## src/rtl/retire_release.sv

```systemverilog
// Commit-side rename bookkeeping: maintains the architectural RAT, emits one-cycle-late
// free-list releases for superseded pregs, and walks the committed map back on flush.
module retire_release #(
  parameter int MACHINE_WIDTH = 2,
  parameter int AREG_NUM      = 32,
  parameter int PREG_NUM      = 64,
  parameter int AREG_W        = $clog2(AREG_NUM),
  parameter int PREG_W        = $clog2(PREG_NUM)
) (
  input  logic                                  clk,
  input  logic                                  reset,
  input  logic [MACHINE_WIDTH-1:0]              commit_valid,
  input  logic [MACHINE_WIDTH-1:0][AREG_W-1:0]  commit_dst,
  input  logic [MACHINE_WIDTH-1:0][PREG_W-1:0]  commit_pdst,
  input  logic [MACHINE_WIDTH-1:0][PREG_W-1:0]  commit_old_pdst,
  output logic                                  commit_ready,
  input  logic                                  flush,
  output logic [MACHINE_WIDTH-1:0]              rel_valid,
  output logic [MACHINE_WIDTH-1:0][PREG_W-1:0]  rel_id,
  output logic [MACHINE_WIDTH-1:0]              rec_valid,
  output logic [MACHINE_WIDTH-1:0][AREG_W-1:0]  rec_areg,
  output logic [MACHINE_WIDTH-1:0][PREG_W-1:0]  rec_preg,
  output logic                                  rec_busy,
  output logic                                  rec_done,
  output logic [1:0]                            dbg_state
);

  localparam int WALK_LEN = AREG_NUM / MACHINE_WIDTH;
  localparam int CNT_W    = (WALK_LEN > 1) ? $clog2(WALK_LEN) : 1;
  localparam logic [CNT_W-1:0] CNT_LAST = CNT_W'(WALK_LEN - 1);

  typedef enum logic [1:0] {
    S_IDLE    = 2'd0,
    S_RECOVER = 2'd1,
    S_DONE    = 2'd2
  } state_t;

  state_t                          state, state_nxt;
  logic [CNT_W-1:0]                cnt, cnt_nxt;
  logic [PREG_W-1:0]               arat [AREG_NUM];
  logic [MACHINE_WIDTH-1:0]        commit_wr;

  // Handshake: slot i transfers when commit_valid[i] && commit_ready in the same cycle;
  // commit_ready depends only on state, so the ROB may hold valid high across stalls.
  always_comb begin
    for (int i = 0; i < MACHINE_WIDTH; i++) begin
      commit_wr[i] = commit_valid[i] && commit_ready && (commit_dst[i] != '0);
    end
  end

  always_comb begin
    state_nxt    = state;
    cnt_nxt      = cnt;
    commit_ready = 1'b0;
    rec_done     = 1'b0;
    case (state)
      S_IDLE: begin
        commit_ready = 1'b1;
        if (flush) begin
          state_nxt = S_RECOVER;
          cnt_nxt   = '0;
        end
      end
      S_RECOVER: begin
        cnt_nxt = cnt + 1'b1;
        if (cnt == CNT_LAST) begin
          state_nxt = S_DONE;
          cnt_nxt   = '0;
        end
      end
      S_DONE: begin
        rec_done  = 1'b1;
        state_nxt = S_IDLE;
      end
      default: begin
        state_nxt = S_IDLE;
        cnt_nxt   = '0;
      end
    endcase
  end

  assign rec_busy  = (state != S_IDLE);
  assign dbg_state = state;

  // Walk ports read only registered state, so no input reaches rec_* combinationally.
  always_comb begin
    logic [AREG_W-1:0] areg;
    for (int j = 0; j < MACHINE_WIDTH; j++) begin
      areg        = AREG_W'(int'(cnt) * MACHINE_WIDTH + j);
      rec_valid[j] = 1'b0;
      rec_areg[j]  = '0;
      rec_preg[j]  = '0;
      if (state == S_RECOVER) begin
        rec_valid[j] = (areg != '0);
        rec_areg[j]  = areg;
        rec_preg[j]  = arat[areg];
      end
    end
  end

  always_ff @(posedge clk) begin
    if (reset) begin
      state     <= S_IDLE;
      cnt       <= '0;
      rel_valid <= '0;
      rel_id    <= '0;
      for (int i = 0; i < AREG_NUM; i++) begin
        arat[i] <= PREG_W'(i % PREG_NUM);
      end
    end else begin
      state     <= state_nxt;
      cnt       <= cnt_nxt;
      rel_valid <= commit_wr;
      for (int i = 0; i < MACHINE_WIDTH; i++) begin
        rel_id[i] <= commit_wr[i] ? commit_old_pdst[i] : '0;
      end
      // Ascending slot order: the youngest same-cycle writer to a dst lands last.
      for (int i = 0; i < MACHINE_WIDTH; i++) begin
        if (commit_wr[i]) begin
          arat[commit_dst[i]] <= commit_pdst[i];
        end
      end
    end
  end

endmodule

```

## config.mk

```make
export PLATFORM = sky130hd
export DESIGN_NAME = retire_release
export DESIGN_NICKNAME = d
export VERILOG_FILES = /design/src/rtl/retire_release.sv
export SDC_FILE = /design/constraint.sdc
export NUM_CORES = 1
export LEC_CHECK = 0
export CAP_MARGIN = 20
export CORE_MARGIN = 5
export CORE_UTILIZATION = 56
export CTS_CLUSTER_SIZE = 8
export DETAILED_ROUTE_END_ITERATION = 10
export PLACE_DENSITY = 0.78
export SKIP_CTS_REPAIR_TIMING = 1
export SLEW_MARGIN = 5
export SYNTH_ARGS = -nofsm -noshare
export SYNTH_HDL_FRONTEND = slang
export SYNTH_SLANG_ARGS = --single-unit
export TNS_END_PERCENT = 10
```

## constraint.sdc

```tcl
create_clock -name clk -period 4.6 [get_ports clk]
set_input_delay 0.92 -clock clk [delete_from_list [all_inputs] [get_ports clk]]
set_output_delay 0.92 -clock clk [all_outputs]
set_load 0.1 [all_outputs]
```

== Word level (Yosys, flattened, before mapping) ==
Memory sizes are Yosys's and may differ from the RTL's. A register that Yosys moved wholly into a read port is not among the register bits.
Cells that the tools add are included.
Storage, ports and cells
  flip-flop bits (word level): 20
  RAM bits: 192
  output and inout bits: 43
  logic and storage cells: 62
  memories kept: 1
Cells by class
  add/sub/neg operators: 2
  equality and inequality tests: 5
  muxes and demuxes: 30
  bitwise operators: 3
  reductions and logical operators: 16
Memories
  arat: words 32, bits a word 6, rd ports 2, clocked after memory_dff 1, write ports 32, RTL line 40  | logic [PREG_W-1:0] arat [AREG_NUM];
Operator list (count)
  $mux 5: 6
  $mux 6: 4
  $reduce_bool 5->1: 4
  $mux 1: 14
  $pmux 4 s3: 1
  $reduce_or 6->1: 2
  $mux 4: 2
  $add 5x1->5 const B: 1
  $add 4x1->4 const B: 1
  $eq 4x4->1 const B: 1
  $logic_and 1x1->1: 4
  $mux 2: 2
  $ne 2x2->1 const B: 2
  $pmux 2 s2: 1
  $reduce_and 2->1: 2
  $reduce_or 2->1: 2
  $not 1->1: 3
  $eq 2x1->1 const B: 1
  $eq 2x2->1 const B: 1
  $logic_not 2->1: 1
  $reduce_bool 2->1: 1

== Depth between registers and ports, before layout ==
  word-level depth: 9
  depth in mapped cells: 8
  depth with buffers taken out: 5

== Worst setup path after synthesis ==
No wires, ideal clock.
  kind: register -> output
  from: register state[0], in the netlist dbg_state[0]
  to: output port rec_preg[0] in the netlist's numbering
  data arrival time: 3732 ps
  slack: -52 ps
  stages on the path, launching flop included: 7
  cells stage by stage: dfxtp_1 -> buf_6 -> nand2b_1 -> clkbuf_1 -> clkinv_1 -> nand2_1 -> o21ai_0
RTL lines
  start: declaration: RTL line 38  | state_t state, state_nxt;
  start signal: assignment: RTL line 111  | state <= state_nxt;
  end: declaration: RTL line 22  | output logic [MACHINE_WIDTH-1:0][PREG_W-1:0] rec_preg,

==> results.md <==
Logic synthesis:
- The post-synthesis simple-gate area fraction is 0.1664.
- The synthesized-area fraction occupied by xor and xnor cells is 0.
- In the synthesized netlist the async set-or-reset flop fraction comes to 0.
- Counting every instance in the synthesized netlist gives 1008.
- The fraction of the mapped netlist area in compound gates is 0.1393.
- The share of synthesized cell area in full adder, half adder and majority cells is 0.002155.
- Yosys printed 0 warnings.
- The synthesized design contains 216 register bits.
- The leading register cell type out of synthesis is sky130_fd_sc_hd__edfxtp_1.
- The dominant combinational cell family by area after synthesis is simple AND/OR/NAND/NOR gates.
- In this run, synthesis inferred 192 flip-flops with an integrated enable.
- Yosys mapped the design onto 52 distinct sky130hd cell types.
- For this run, the register share of the synthesized area comes to 0.5380.
- The synthesized netlist occupies a cell area of 11610 µm².
- After synthesis, the share of cell area in mux cells is 0.1111.
- The synthesized area per cell is 11.52 µm².

Drt:
- Dividing the detail-routed via count by the number of cells gives 7.052.
- The post-detailed-route count of antenna-violating nets is 0.
- The detailed-route wire length per cell is 27.44 µm.
- Across all layers, the routed design uses 9556 vias.
- The number of iterations in the first detailed-routing pass is 6.
- After detailed routing, the total wire length is 37190 µm.
- The number of remaining DRC errors is 0.
- The number of design-rule violations left by the first detailed-router iteration is 1630.

Clock tree:
- CTS saw 216 sinks.
- The post-CTS clock slew at the launch and capture registers of the worst setup and hold paths is 50 ps.
- At the later pin of the worst-skew pair, clock insertion delay measures 550 ps.
- The number of H-tree levels is 1.
- TritonCTS created 30 clock buffers.
- The tree is rooted in a sky130_fd_sc_hd__clkbuf_16.
- The clock passes through at most 3 buffers.
- The CTS tree is yes.

Timing:
- The number of setup violations in the final report is 0.
- The share of the clock period used by the worst path is 0.8925.
- The worst path meets setup with 494.5 ps of slack.
- The clock period minus worst slack is 4105 ps.
- The summed negative setup slack over all endpoints is 0 ps.
- Between clock sinks in the finished design, the worst skew comes to 11.52 ps.
- The number of pins exceeding their max-slew limit in the final report is 0.
- The final number of hold-violating endpoints is 0.
- Setup repair after global routing left no endpoint under its margin.
- At the pin with the least slew margin, the transition time is 1282 ps.
- Headroom to the max-slew limit came out at 0.1429.
- Timing would allow up to 243.6 MHz.
- The final worst hold slack is 583.9 ps.

Floorplanning:
- The core region is 20300 µm².
- The die covers 23710 µm².
- Pin placement for this block handled 82 I/O pins.
- In this run the horizontal extent of the chip is 154.0 µm.
- The die is 154.0 µm tall.
- The starting utilization of the core area is 0.5719.
- The standard-cell row count is 52.

Global route:
- The first-pass GRT wire length is 55650 µm.
- The initial antenna violation count came to 0.
- For this run, the total global-route usage over all layers was measured as 0.3071.
- The via count of the first global-routing pass is 9245.
- The final global-route overflow total is 0.
- The maximum number of pins on one net before global-route repair is 32.

Finish:
- The number of nets in the layout is 1103.
- The footprint of the flip-flops and latches is 6247 µm².
- Summing all multi-input logic gate instances after layout gives 4900 µm².
- The area growth from synthesis to layout is 15.76%.
- For this run, the number of standard cells in the final layout without fillers is 1355.
- The share of post-route cells with drive strength above 1 is 0.1530.
- The number of antenna repair diodes is 0.
- The number of filler cells placed in the layout is 1495.

Power:
- The leakage power is 4.203 nW.
- The completed layout was analyzed and its total power is 4.805 mW.
- IR analysis of the VDD net gives a maximum drop of 0.0002856 V.
- In this run the power density over the cells is 357.5 nW/µm².

Job:
- The number of maximum-capacitance constraint violations is 0.

Placement:
- Prior to clock tree synthesis, the placed netlist has a worst setup slack of 1067 ps.
- The HPWL after detailed placement is 25540 µm.
- Routability-driven placement finished with a final weighted congestion of 0.9404.
- The total of buffers placed on input and output ports is 80.
- In this run, placement finished with an instance count of 1300.

Worst setup path:
- The category of the worst setup path capture point is an output port.
- The flop-to-flop setup slack is 1890 ps.
- STA classifies the critical path startpoint as a register.
- The worst setup path is of the reg -> out kind.
- STA puts the critical path data required time at 3680 ps.
- The data arrival time at the worst-slack endpoint is 3190 ps.
- The worst-path maximum fanout is 10.

Min path:
- The min-delay analysis places its worst path in the category reg -> reg.

Run status:
- The flow ran to the end, and the final reports show no timing, DRC or antenna violations.
## stage by stage
step | area (µm²) | util
after detailed placement | 12580 | 0.6198
after global routing | 13440 | 0.6620
after floorplan | 11630 | -
after CTS | 13440 | 0.6620
after global placement | 12580 | 0.6198
final | 13440 | 0.6620
## Yosys cell counts, types with 6 or more instances
| library cell | instances | area share |
|---|---|---|
| sky130_fd_sc_hd__buf_2 | 9 | 0.0039 |
| sky130_fd_sc_hd__a31oi_1 | 49 | 0.026 |
| sky130_fd_sc_hd__a21oi_1 | 28 | 0.012 |
| sky130_fd_sc_hd__o31ai_1 | 39 | 0.025 |
| sky130_fd_sc_hd__nor4_1 | 8 | 0.0043 |
| sky130_fd_sc_hd__mux4_2 | 44 | 0.085 |
| sky130_fd_sc_hd__nand3_1 | 21 | 0.0091 |
| sky130_fd_sc_hd__edfxtp_1 | 192 | 0.50 |
| sky130_fd_sc_hd__o22ai_1 | 15 | 0.0081 |
| sky130_fd_sc_hd__nor4_2 | 9 | 0.0097 |
| sky130_fd_sc_hd__nand3b_1 | 7 | 0.0045 |
| sky130_fd_sc_hd__mux2_2 | 6 | 0.0058 |
| sky130_fd_sc_hd__inv_1 | 10 | 0.0032 |
| sky130_fd_sc_hd__a2bb2oi_1 | 8 | 0.0060 |
| sky130_fd_sc_hd__or3_1 | 24 | 0.013 |
| sky130_fd_sc_hd__o22a_1 | 12 | 0.0091 |
| sky130_fd_sc_hd__mux2i_1 | 22 | 0.019 |
| sky130_fd_sc_hd__a22o_1 | 28 | 0.021 |
| sky130_fd_sc_hd__buf_1 | 9 | 0.0029 |
| sky130_fd_sc_hd__clkbuf_1 | 76 | 0.025 |
| sky130_fd_sc_hd__nor2_1 | 90 | 0.029 |
| sky130_fd_sc_hd__nand2_1 | 90 | 0.029 |
| sky130_fd_sc_hd__o21ai_0 | 40 | 0.017 |
| sky130_fd_sc_hd__nor3_1 | 21 | 0.0091 |
| sky130_fd_sc_hd__nor3b_1 | 6 | 0.0039 |
| sky130_fd_sc_hd__nand4_1 | 35 | 0.019 |
| sky130_fd_sc_hd__dfxtp_1 | 24 | 0.041 |
| sky130_fd_sc_hd__and2_1 | 14 | 0.0075 |
| sky130_fd_sc_hd__and3_1 | 6 | 0.0032 |
| sky130_fd_sc_hd__buf_4 | 8 | 0.0052 |
## cell families (layout without fill, tap and decap cells)
family,count (synthesis),count (layout)
AND/OR/NAND/NOR,360,360
AO/OA/AOI/OAI,239,239
flip-flops,216,216
buffers and inverters,117,188
multiplexers,73,73
adder cells (fa/ha/maj),2,2
other,1,7
## flip-flops by register name, summed over array words and instances, names as in the netlist, named ones only
register   count
arat         192
dbg_state      2
rel_id        12
rel_valid      2
cnt            4
## worst paths after layout
check,from,to,cells after the start
worst min-delay path,cnt[3]$_SDFFE_PP0N_,dbg_state[1]$_SDFFE_PP0P_,2
worst max-delay path,dbg_state[1]$_SDFFE_PP0P_,rec_areg[4],5
worst max register to register,dbg_state[0]$_SDFFE_PP0P_,arat[11][1]$_DFFE_PP_,4
worst min register to register,cnt[3]$_SDFFE_PP0N_,dbg_state[1]$_SDFFE_PP0P_,2
## critical path: stages (launching register included)
cell and delay (ps):
sky130_fd_sc_hd__dfxtp_1 520, sky130_fd_sc_hd__nand2b_1 350, sky130_fd_sc_hd__clkinv_1 370, sky130_fd_sc_hd__nand2_1 320, sky130_fd_sc_hd__inv_1 90, sky130_fd_sc_hd__clkdlybuf4s50_1 980
## area by class of cell
class	count	share of cell area
multi-input cells	681	0.3646
clock inverters	1	0.001210
inverters	13	0.003631
flip-flops and latches	216	0.4649
well taps	270	0.02514
clock buffers	54	0.06256
repair buffers	120	0.07802
## where the power goes
part           switching (mW)  internal [mW]  total (mW)
sequential             0.0331           2.19        2.22
clock                   0.816           1.21        2.03
combinational           0.397          0.155       0.552
## placed cells by master, fill, tap and decap left out, types with 5 or more instances in the layout
cell and instances:
sky130_fd_sc_hd__edfxtp_1 192, sky130_fd_sc_hd__and3_1 6, sky130_fd_sc_hd__or3b_2 5, sky130_fd_sc_hd__o21ai_0 40
sky130_fd_sc_hd__nor4_2 9, sky130_fd_sc_hd__mux4_2 44, sky130_fd_sc_hd__nand3b_1 7, sky130_fd_sc_hd__a21oi_1 28
sky130_fd_sc_hd__clkbuf_1 24, sky130_fd_sc_hd__clkbuf_16 30, sky130_fd_sc_hd__o31ai_1 39, sky130_fd_sc_hd__o22ai_1 15
sky130_fd_sc_hd__or3_1 24, sky130_fd_sc_hd__nor2_1 90, sky130_fd_sc_hd__and2_1 14, sky130_fd_sc_hd__a22o_1 28
sky130_fd_sc_hd__a31oi_1 49, sky130_fd_sc_hd__a22oi_1 5, sky130_fd_sc_hd__nand2_1 90, sky130_fd_sc_hd__a211o_1 5
sky130_fd_sc_hd__mux2_2 6, sky130_fd_sc_hd__nor3b_1 6, sky130_fd_sc_hd__conb_1 7, sky130_fd_sc_hd__nand4_1 35
sky130_fd_sc_hd__nor4_1 8, sky130_fd_sc_hd__clkdlybuf4s50_1 62, sky130_fd_sc_hd__dfxtp_1 23, sky130_fd_sc_hd__nand3_1 21
sky130_fd_sc_hd__o22a_1 12, sky130_fd_sc_hd__mux2i_1 22, sky130_fd_sc_hd__inv_1 10, sky130_fd_sc_hd__buf_4 55
sky130_fd_sc_hd__and3b_1 5, sky130_fd_sc_hd__nor3_1 21, sky130_fd_sc_hd__a2bb2oi_1 8
## metal layers
layer / up-vias / wire length (µm) / global-route usage
li1: 4051 / - / -
met1: 4477 / 12160 / 0.3880
met5: - / 0 / 0
met2: 871 / 17520 / 0.4996
met3: 157 / 5485 / 0.07729
met4: 0 / 2021 / 0.1434
No activity file was read; power rests on OpenSTA's default activity.
